===== config.mk =====
export PLATFORM = sky130hd
export DESIGN_NAME = alu_sequencer
export DESIGN_NICKNAME = d
export VERILOG_FILES = /design/src/rtl/alu_sequencer.sv
export SDC_FILE = /design/constraint.sdc
export NUM_CORES = 1
export LEC_CHECK = 0
export BUFFER_PORTS_ARGS = -buffer_cell sky130_fd_sc_hd__buf_2
export CAP_MARGIN = 20
export CORE_ASPECT_RATIO = 1.2
export CORE_MARGIN = 8
export CORE_UTILIZATION = 63
export CTS_BUF_LIST = sky130_fd_sc_hd__clkbuf_8
export DETAILED_ROUTE_END_ITERATION = 6
export PLACE_DENSITY = 0.84
export REMOVE_ABC_BUFFERS = 1
export SKIP_LAST_GASP = 1
export SLEW_MARGIN = 40
export SYNTH_ARGS = -nofsm -noshare
export SYNTH_HDL_FRONTEND = slang
export SYNTH_SLANG_ARGS = --single-unit

===== constraint.sdc =====
create_clock -name clk -period 3.5 [get_ports clk]
set_clock_uncertainty 0.1 [all_clocks]
set_input_delay 0.175 -clock clk [delete_from_list [all_inputs] [get_ports clk]]
set_output_delay 0.175 -clock clk [all_outputs]
set_load 0.01 [all_outputs]

===== src/rtl/alu_sequencer.sv =====
// alu_sequencer: microcoded sequencer for the 4-bit ALU.
// It holds a 16-word program RAM and four 4-bit working registers.
// It drives the ALU operand and opcode ports and commits iR/iStatus on write-back.
// The FSM advances only on clock edges where the prescaler enable (en) is high.
// Optional feature macro: SEQ_WATCHDOG_EN. When defined, an 8-bit step counter
// aborts runaway programs after MAX_STEPS write-backs.
module alu_sequencer #(
  parameter int PROG_DEPTH = 16,
  parameter int MAX_STEPS  = 255,
  localparam int PCW       = $clog2(PROG_DEPTH)
) (
  input  logic           clk,
  input  logic           rst,
  input  logic           en,
  input  logic           start,
  input  logic           prog_we,
  input  logic [PCW-1:0] prog_addr,
  input  logic [13:0]    prog_data,
  output logic [3:0]     oA,
  output logic [3:0]     oB,
  output logic [3:0]     oOp,
  input  logic [3:0]     iR,
  input  logic [4:0]     iStatus,
  output logic [PCW-1:0] pc,
  output logic [3:0]     oR0,
  output logic           busy,
  output logic           done,
  output logic           err,
  output logic           led
);

  typedef enum logic [2:0] {
    ST_IDLE  = 3'd0,
    ST_FETCH = 3'd1,
    ST_EXEC  = 3'd2,
    ST_WB    = 3'd3,
    ST_HALT  = 3'd4
  } state_t;

  localparam logic [1:0]     CLS_ALU   = 2'b00;
  localparam logic [1:0]     CLS_LOADI = 2'b01;
  localparam logic [1:0]     CLS_BRZ   = 2'b10;
  localparam logic [1:0]     CLS_HALT  = 2'b11;
  localparam logic [PCW-1:0] PC_ZERO   = {PCW{1'b0}};
  localparam logic [PCW-1:0] PC_ONE    = {{(PCW-1){1'b0}}, 1'b1};

  // Program storage. It is deliberately not reset so a program survives rst.
  logic [13:0] mem_r [PROG_DEPTH];

  // Architectural state, current (_r) and next (_s).
  state_t          state_r,  state_s;
  logic [PCW-1:0]  pc_r,     pc_s;
  logic [3:0][3:0] regs_r,   regs_s;
  logic [4:0]      status_r, status_s;
  logic [13:0]     ir_r,     ir_s;
  logic [3:0]      oa_r,     oa_s;
  logic [3:0]      ob_r,     ob_s;
  logic [3:0]      op_r,     op_s;
  logic            busy_r,   busy_s;
  logic            done_r,   done_s;

`ifdef SEQ_WATCHDOG_EN
  localparam logic [7:0] STEP_LIMIT = 8'(MAX_STEPS);
  logic [7:0] step_r, step_s;
  logic       err_r,  err_s;
`endif

  // Decoded fields of the word being fetched and of the latched instruction.
  logic [13:0] fetch_s;
  logic [1:0]  fetch_cls_s;
  logic [1:0]  fetch_rd_s;
  logic [1:0]  fetch_rs_s;
  logic [3:0]  fetch_op_s;
  logic [1:0]  ir_cls_s;
  logic [1:0]  ir_rd_s;
  logic [3:0]  ir_imm_s;
  logic        prog_ok_s;

  assign fetch_s     = mem_r[pc_r];
  assign fetch_cls_s = fetch_s[13:12];
  assign fetch_op_s  = fetch_s[11:8];
  assign fetch_rd_s  = fetch_s[7:6];
  assign fetch_rs_s  = fetch_s[5:4];
  assign ir_cls_s    = ir_r[13:12];
  assign ir_rd_s     = ir_r[7:6];
  assign ir_imm_s    = ir_r[3:0];

  // Operands are taken from the fetched word. The latched opcode and rs bits,
  // and the upper status flags, are kept for visibility only.
  logic ir_unused_s;
  logic status_unused_s;
  assign ir_unused_s     = ^{ir_r[11:8], ir_r[5:4]};
  assign status_unused_s = ^status_r[4:1];

  // The RAM can only be rewritten while no program is running.
  assign prog_ok_s = (state_r == ST_IDLE) || (state_r == ST_HALT);

  // Program RAM write port. It is independent of the step enable.
  always_ff @(posedge clk) begin
    if (prog_we && prog_ok_s) begin
      mem_r[prog_addr] <= prog_data;
    end
  end

  // Next-state and next-output logic for the sequencer FSM.
  always_comb begin
    state_s  = state_r;
    pc_s     = pc_r;
    regs_s   = regs_r;
    status_s = status_r;
    ir_s     = ir_r;
    oa_s     = oa_r;
    ob_s     = ob_r;
    op_s     = op_r;
    busy_s   = busy_r;
    done_s   = done_r;
`ifdef SEQ_WATCHDOG_EN
    step_s   = step_r;
    err_s    = err_r;
`endif
    case (state_r)
      ST_IDLE, ST_HALT: begin
        if (start) begin
          state_s  = ST_FETCH;
          pc_s     = PC_ZERO;
          regs_s   = 16'd0;
          status_s = 5'd0;
          busy_s   = 1'b1;
          done_s   = 1'b0;
`ifdef SEQ_WATCHDOG_EN
          step_s   = 8'd0;
          err_s    = 1'b0;
`endif
        end else begin
          state_s = state_r;
        end
      end
      ST_FETCH: begin
        ir_s    = fetch_s;
        state_s = ST_EXEC;
        // Operands are registered here so they are stable during EXEC and WB.
        if (fetch_cls_s == CLS_ALU) begin
          oa_s = regs_r[fetch_rd_s];
          ob_s = regs_r[fetch_rs_s];
          op_s = fetch_op_s;
        end else begin
          oa_s = 4'd0;
          ob_s = 4'd0;
          op_s = 4'd0;
        end
      end
      ST_EXEC: begin
        if (ir_cls_s == CLS_HALT) begin
          state_s = ST_HALT;
          done_s  = 1'b1;
          busy_s  = 1'b0;
        end else begin
          state_s = ST_WB;
        end
      end
      ST_WB: begin
        state_s = ST_FETCH;
        oa_s    = 4'd0;
        ob_s    = 4'd0;
        op_s    = 4'd0;
        pc_s    = pc_r + PC_ONE;
        case (ir_cls_s)
          CLS_ALU: begin
            regs_s[ir_rd_s] = iR;
            status_s        = iStatus;
          end
          CLS_LOADI: begin
            regs_s[ir_rd_s] = ir_imm_s;
          end
          CLS_BRZ: begin
            if (status_r[0]) begin
              pc_s = PCW'(ir_imm_s);
            end else begin
              pc_s = pc_r + PC_ONE;
            end
          end
          default: begin
            regs_s = regs_r;
          end
        endcase
`ifdef SEQ_WATCHDOG_EN
        step_s = step_r + 8'd1;
        if (step_s == STEP_LIMIT) begin
          state_s = ST_HALT;
          busy_s  = 1'b0;
          done_s  = 1'b0;
          err_s   = 1'b1;
        end else begin
          err_s = err_r;
        end
`endif
      end
      default: begin
        state_s = ST_IDLE;
        busy_s  = 1'b0;
        done_s  = 1'b0;
      end
    endcase
  end

  // State register. Async reset clears everything; otherwise it steps only on en.
  always_ff @(posedge clk or negedge rst) begin
    if (!rst) begin
      state_r  <= ST_IDLE;
      pc_r     <= PC_ZERO;
      regs_r   <= 16'd0;
      status_r <= 5'd0;
      ir_r     <= 14'd0;
      oa_r     <= 4'd0;
      ob_r     <= 4'd0;
      op_r     <= 4'd0;
      busy_r   <= 1'b0;
      done_r   <= 1'b0;
`ifdef SEQ_WATCHDOG_EN
      step_r   <= 8'd0;
      err_r    <= 1'b0;
`endif
    end else if (en) begin
      state_r  <= state_s;
      pc_r     <= pc_s;
      regs_r   <= regs_s;
      status_r <= status_s;
      ir_r     <= ir_s;
      oa_r     <= oa_s;
      ob_r     <= ob_s;
      op_r     <= op_s;
      busy_r   <= busy_s;
      done_r   <= done_s;
`ifdef SEQ_WATCHDOG_EN
      step_r   <= step_s;
      err_r    <= err_s;
`endif
    end
  end

  assign oA   = oa_r;
  assign oB   = ob_r;
  assign oOp  = op_r;
  assign pc   = pc_r;
  assign oR0  = regs_r[0];
  assign busy = busy_r;
  assign done = done_r;
  assign led  = done_r;

`ifdef SEQ_WATCHDOG_EN
  assign err = err_r;
`else
  // Without the watchdog there is no abort path; MAX_STEPS has no effect.
  logic [7:0] step_limit_unused_s;
  assign step_limit_unused_s = 8'(MAX_STEPS);
  assign err = 1'b0;
`endif

endmodule


==> summary.md <==
| Metric | Value |
|---|---|
| Crit path kind | `reg2reg` |
| Post-synthesis cell count | `roughly 650` |
| Remaining DRCs | `0` |
| Area delta synth->final | `14.22%` |
| CTS tree | `built` |
| Clk root buf | `clkbuf_8` |
| Min-delay worst type | `in2async` |
| Hold violation count in the final report | `0` |
| Period minus WS final | `2.795 ns` |
| Netlist cell types | `between 50 and 60` |
| Die H | `161.8 um` |
| Pleak | `around 4.5 nW` |
| Antenna Cells | `0` |
| 1st-iter DRT viols | `roughly 570` |
| Slew HR | `between 40% and 50%` |
| Initial core utilization | `a little under two thirds` |
| VDD IR max | `around 0.35 mV` |
| DR WL/cell | `24.71 um` |
| Final Max Tran Viols | `0` |
| Buffers on Ports | `50` |
| Num CTS Buffers | `40` |
| Die width | `137.5 um` |
| Reg2reg setup slack | `0.71 ns` |
| Startpoint types | `flop` |
| CTS sink cnt | `270` |
| First-pass GRT wire length | `38030 um` |
| Clock buffer depth | `3` |
| Clock transition at path regs | `0.06 ns` |
| Utilization after layout | `73.08%` |
| Layout cell share with drive strength beyond 1 | `roughly a quarter` |
| Setup violation total in the final timing report | `0` |
| WL final | `~25000 um` |
| CP endpoint kind | `flop` |
| Mapped cell area | `11160 um2` |
| FFs w/ async S/R, synth | `17.04%` |
| Die Area | `between 20000 and 25000 um2` |
| CP required | `3.87 ns` |
| Top Ports | `56` |
| Max Cap Viol | `0` |
| Most frequent cells after synthesis | `edfxtp_1, nand2_1, mux4_2, dfrtp_1, o21ai_0` |
| Vias in the first global route | `6701` |
| Number of nets in the layout | `792` |
| GRT Total Usage | `23.03%` |
| Pre-antenna DRT Iters | `4` |
| # Post-CTS Setup Buffers | `0` |
| Post-synth top flop | `edfxtp_1` |
| Unrepaired setup endpoints after global routing | `no` |
| Status | `completed` |
| Top cell type's share of synthesized area | `60.28%` |
| Crit Path Max Fanout | `16` |
| Post-Syn Area per Cell | `17.22 um2` |
| Pwr per Cell Area | `708.3 nW/um2` |
| Largest net degree at the start of global routing | `47` |
| Core Rows | `53` |
| Cell Area, Placed | `11720 um2` |
| Final period utilization | `around four fifths` |
| Synthesized flop and latch total | `270` |
| Via-per-instance ratio | `around 6.4` |
| Antenna viol nets, final | `0` |
| Arr. time, crit path | `3.17 ns` |
| EDFF count, synth | `between 200 and 250` |
| Worst-Skew Late Latency | `0.55 ns` |
| Antenna violations before repair | `0` |
| Cell taking the most area after synthesis | `edfxtp_1` |
| Via count | `~6500` |
| Sequential area share after synthesis | `70.59%` |
| Dpl hpwl | `16170 um` |
| Worst slew pin tran | `0.8293 ns` |
| Max Clock Freq | `0.3578 GHz` |
| Fin area | `12750 um2` |
| Most common cell in the netlist | `edfxtp_1` |
| GP Congestion | `0.9090` |
| Overflow after GRT | `0` |
| Total power draw | `9.028 mW` |
| YS warnings | `0` |
| Top cells by area, synth | `edfxtp_1, mux4_2, dfrtp_1` |
| Core ar. | `17440 um2` |
| H-Tree Depth | `2` |
power by group:
| group | switching (mW) | internal (mW) |
|---|---|---|
| clock network | 1.19 | 1.33 |
| registers | 0.387 | 3.70 |
| logic | 1.26 | 1.17 |
| total | 2.83 | 6.20 |
area by class of cell:
type                            instances  area, um2
Fill cell                             952       4695
Tap cell                              220      275.3
Clock buffer                           41      564.3
Inverter                                4      15.01
Clock inverter                         32      225.2
Timing Repair Buffer                  105      725.7
Sequential cell                       270       7884
Multi-Input combinational cell        338       3057
worst paths after layout:
kind,startpoint,endpoint,cells after the start
max,pc[0]$_DFFE_PN0P_,oA[1]$_DFFE_PN0P_,7
min,rst,oB[1]$_DFFE_PN0P_,2
max reg2reg,pc[0]$_DFFE_PN0P_,oA[1]$_DFFE_PN0P_,7
min reg2reg,oA[2]$_DFFE_PN0P_,oA[2]$_DFFE_PN0P_,1
max in group asynchronous,rst,pc[0]$_DFFE_PN0P_,2
min in group clk,prog_addr[0],mem_r[0][0]$_DFFE_PP_,3
cell families (layout without fill, tap and decap cells):
group | Yosys count | after routing | share of synthesized area [%]
flops | 270 | 270 | 70.59
simple gates | 151 | 151 | 6.167
mux | 93 | 93 | 15.47
compound gates | 92 | 92 | 5.427
buf+inv | 40 | 182 | 2.197
fa+ha+maj | 1 | 1 | 0.1121
other cells | 1 | 1 | 0.03360
sequential cells by signal (all words and copies together) (netlist names), 3 cells and up:
register / flops
mem_r: 224
state_r: 3
ir_r: 8
oOp: 4
oB: 4
pc: 4
regs_r: 12
oR0: 4
oA: 4
cell usage in the layout, fill, tap and decap left out, types with 3 or more instances in the layout:
| cell type | count |
|---|---|
| nand3b_1 | 7 |
| o32ai_1 | 3 |
| edfxtp_1 | 224 |
| and3_1 | 3 |
| a21oi_1 | 12 |
| dfrtp_1 | 43 |
| a221o_1 | 3 |
| buf_2 | 49 |
| buf_4 | 32 |
| bufinv_16 | 3 |
| mux4_1 | 4 |
| clkinvlp_4 | 4 |
| nor2_1 | 35 |
| mux2i_1 | 29 |
| nand2b_1 | 4 |
| nor3_2 | 4 |
| clkbuf_8 | 41 |
| a22o_1 | 7 |
| clkinv_2 | 9 |
| mux4_2 | 57 |
| nor2b_1 | 6 |
| inv_1 | 13 |
| nand3_1 | 9 |
| a22oi_1 | 3 |
| o21ai_0 | 37 |
| clkinv_1 | 7 |
| dlygate4sd3_1 | 24 |
| a31oi_1 | 9 |
| o31ai_1 | 4 |
| and2_1 | 8 |
| nand2_1 | 66 |
| o21a_1 | 4 |
repair_timing:
action / CTS / global route
setup endpoints to repair: 0 / 0
hold endpoints to repair: 288 / 0
hold buffers: 24 / 0
gates resized for setup: 0 / 0
metal layers:
layer,vias to the layer above,share of wire [%],track usage [%]
li1,2783,-,-
met1,3254,36,27.61
met2,361,52,39.18
met3,90,8.1,3.986
met4,0,4.2,11.53
met5,-,0,0
worst max-delay path, stage by stage (launching register included):
cell and delay, ns:
dfrtp_4 0.60, buf_4 0.37, mux4_2 0.54, mux2i_1 0.18, mux2_2 0.24, and3_2 0.39, o31ai_1 0.14, a21oi_1 0.16
metrics by stage:
stage	setup TNS, ns	setup slack, ns	hold slack [ns]	cells
final	0	0.7054	0.08161	1010
after CTS	0	0.6740	0.08229	1010
after floorplan	-7.254	-0.6052	-0.2206	612
after global routing	0	0.5496	0.1419	1010
after detailed placement	0	0.6916	0.1147	913
after global placement	0	0.7955	0.2764	913
(Power assumes the default switching activity.)
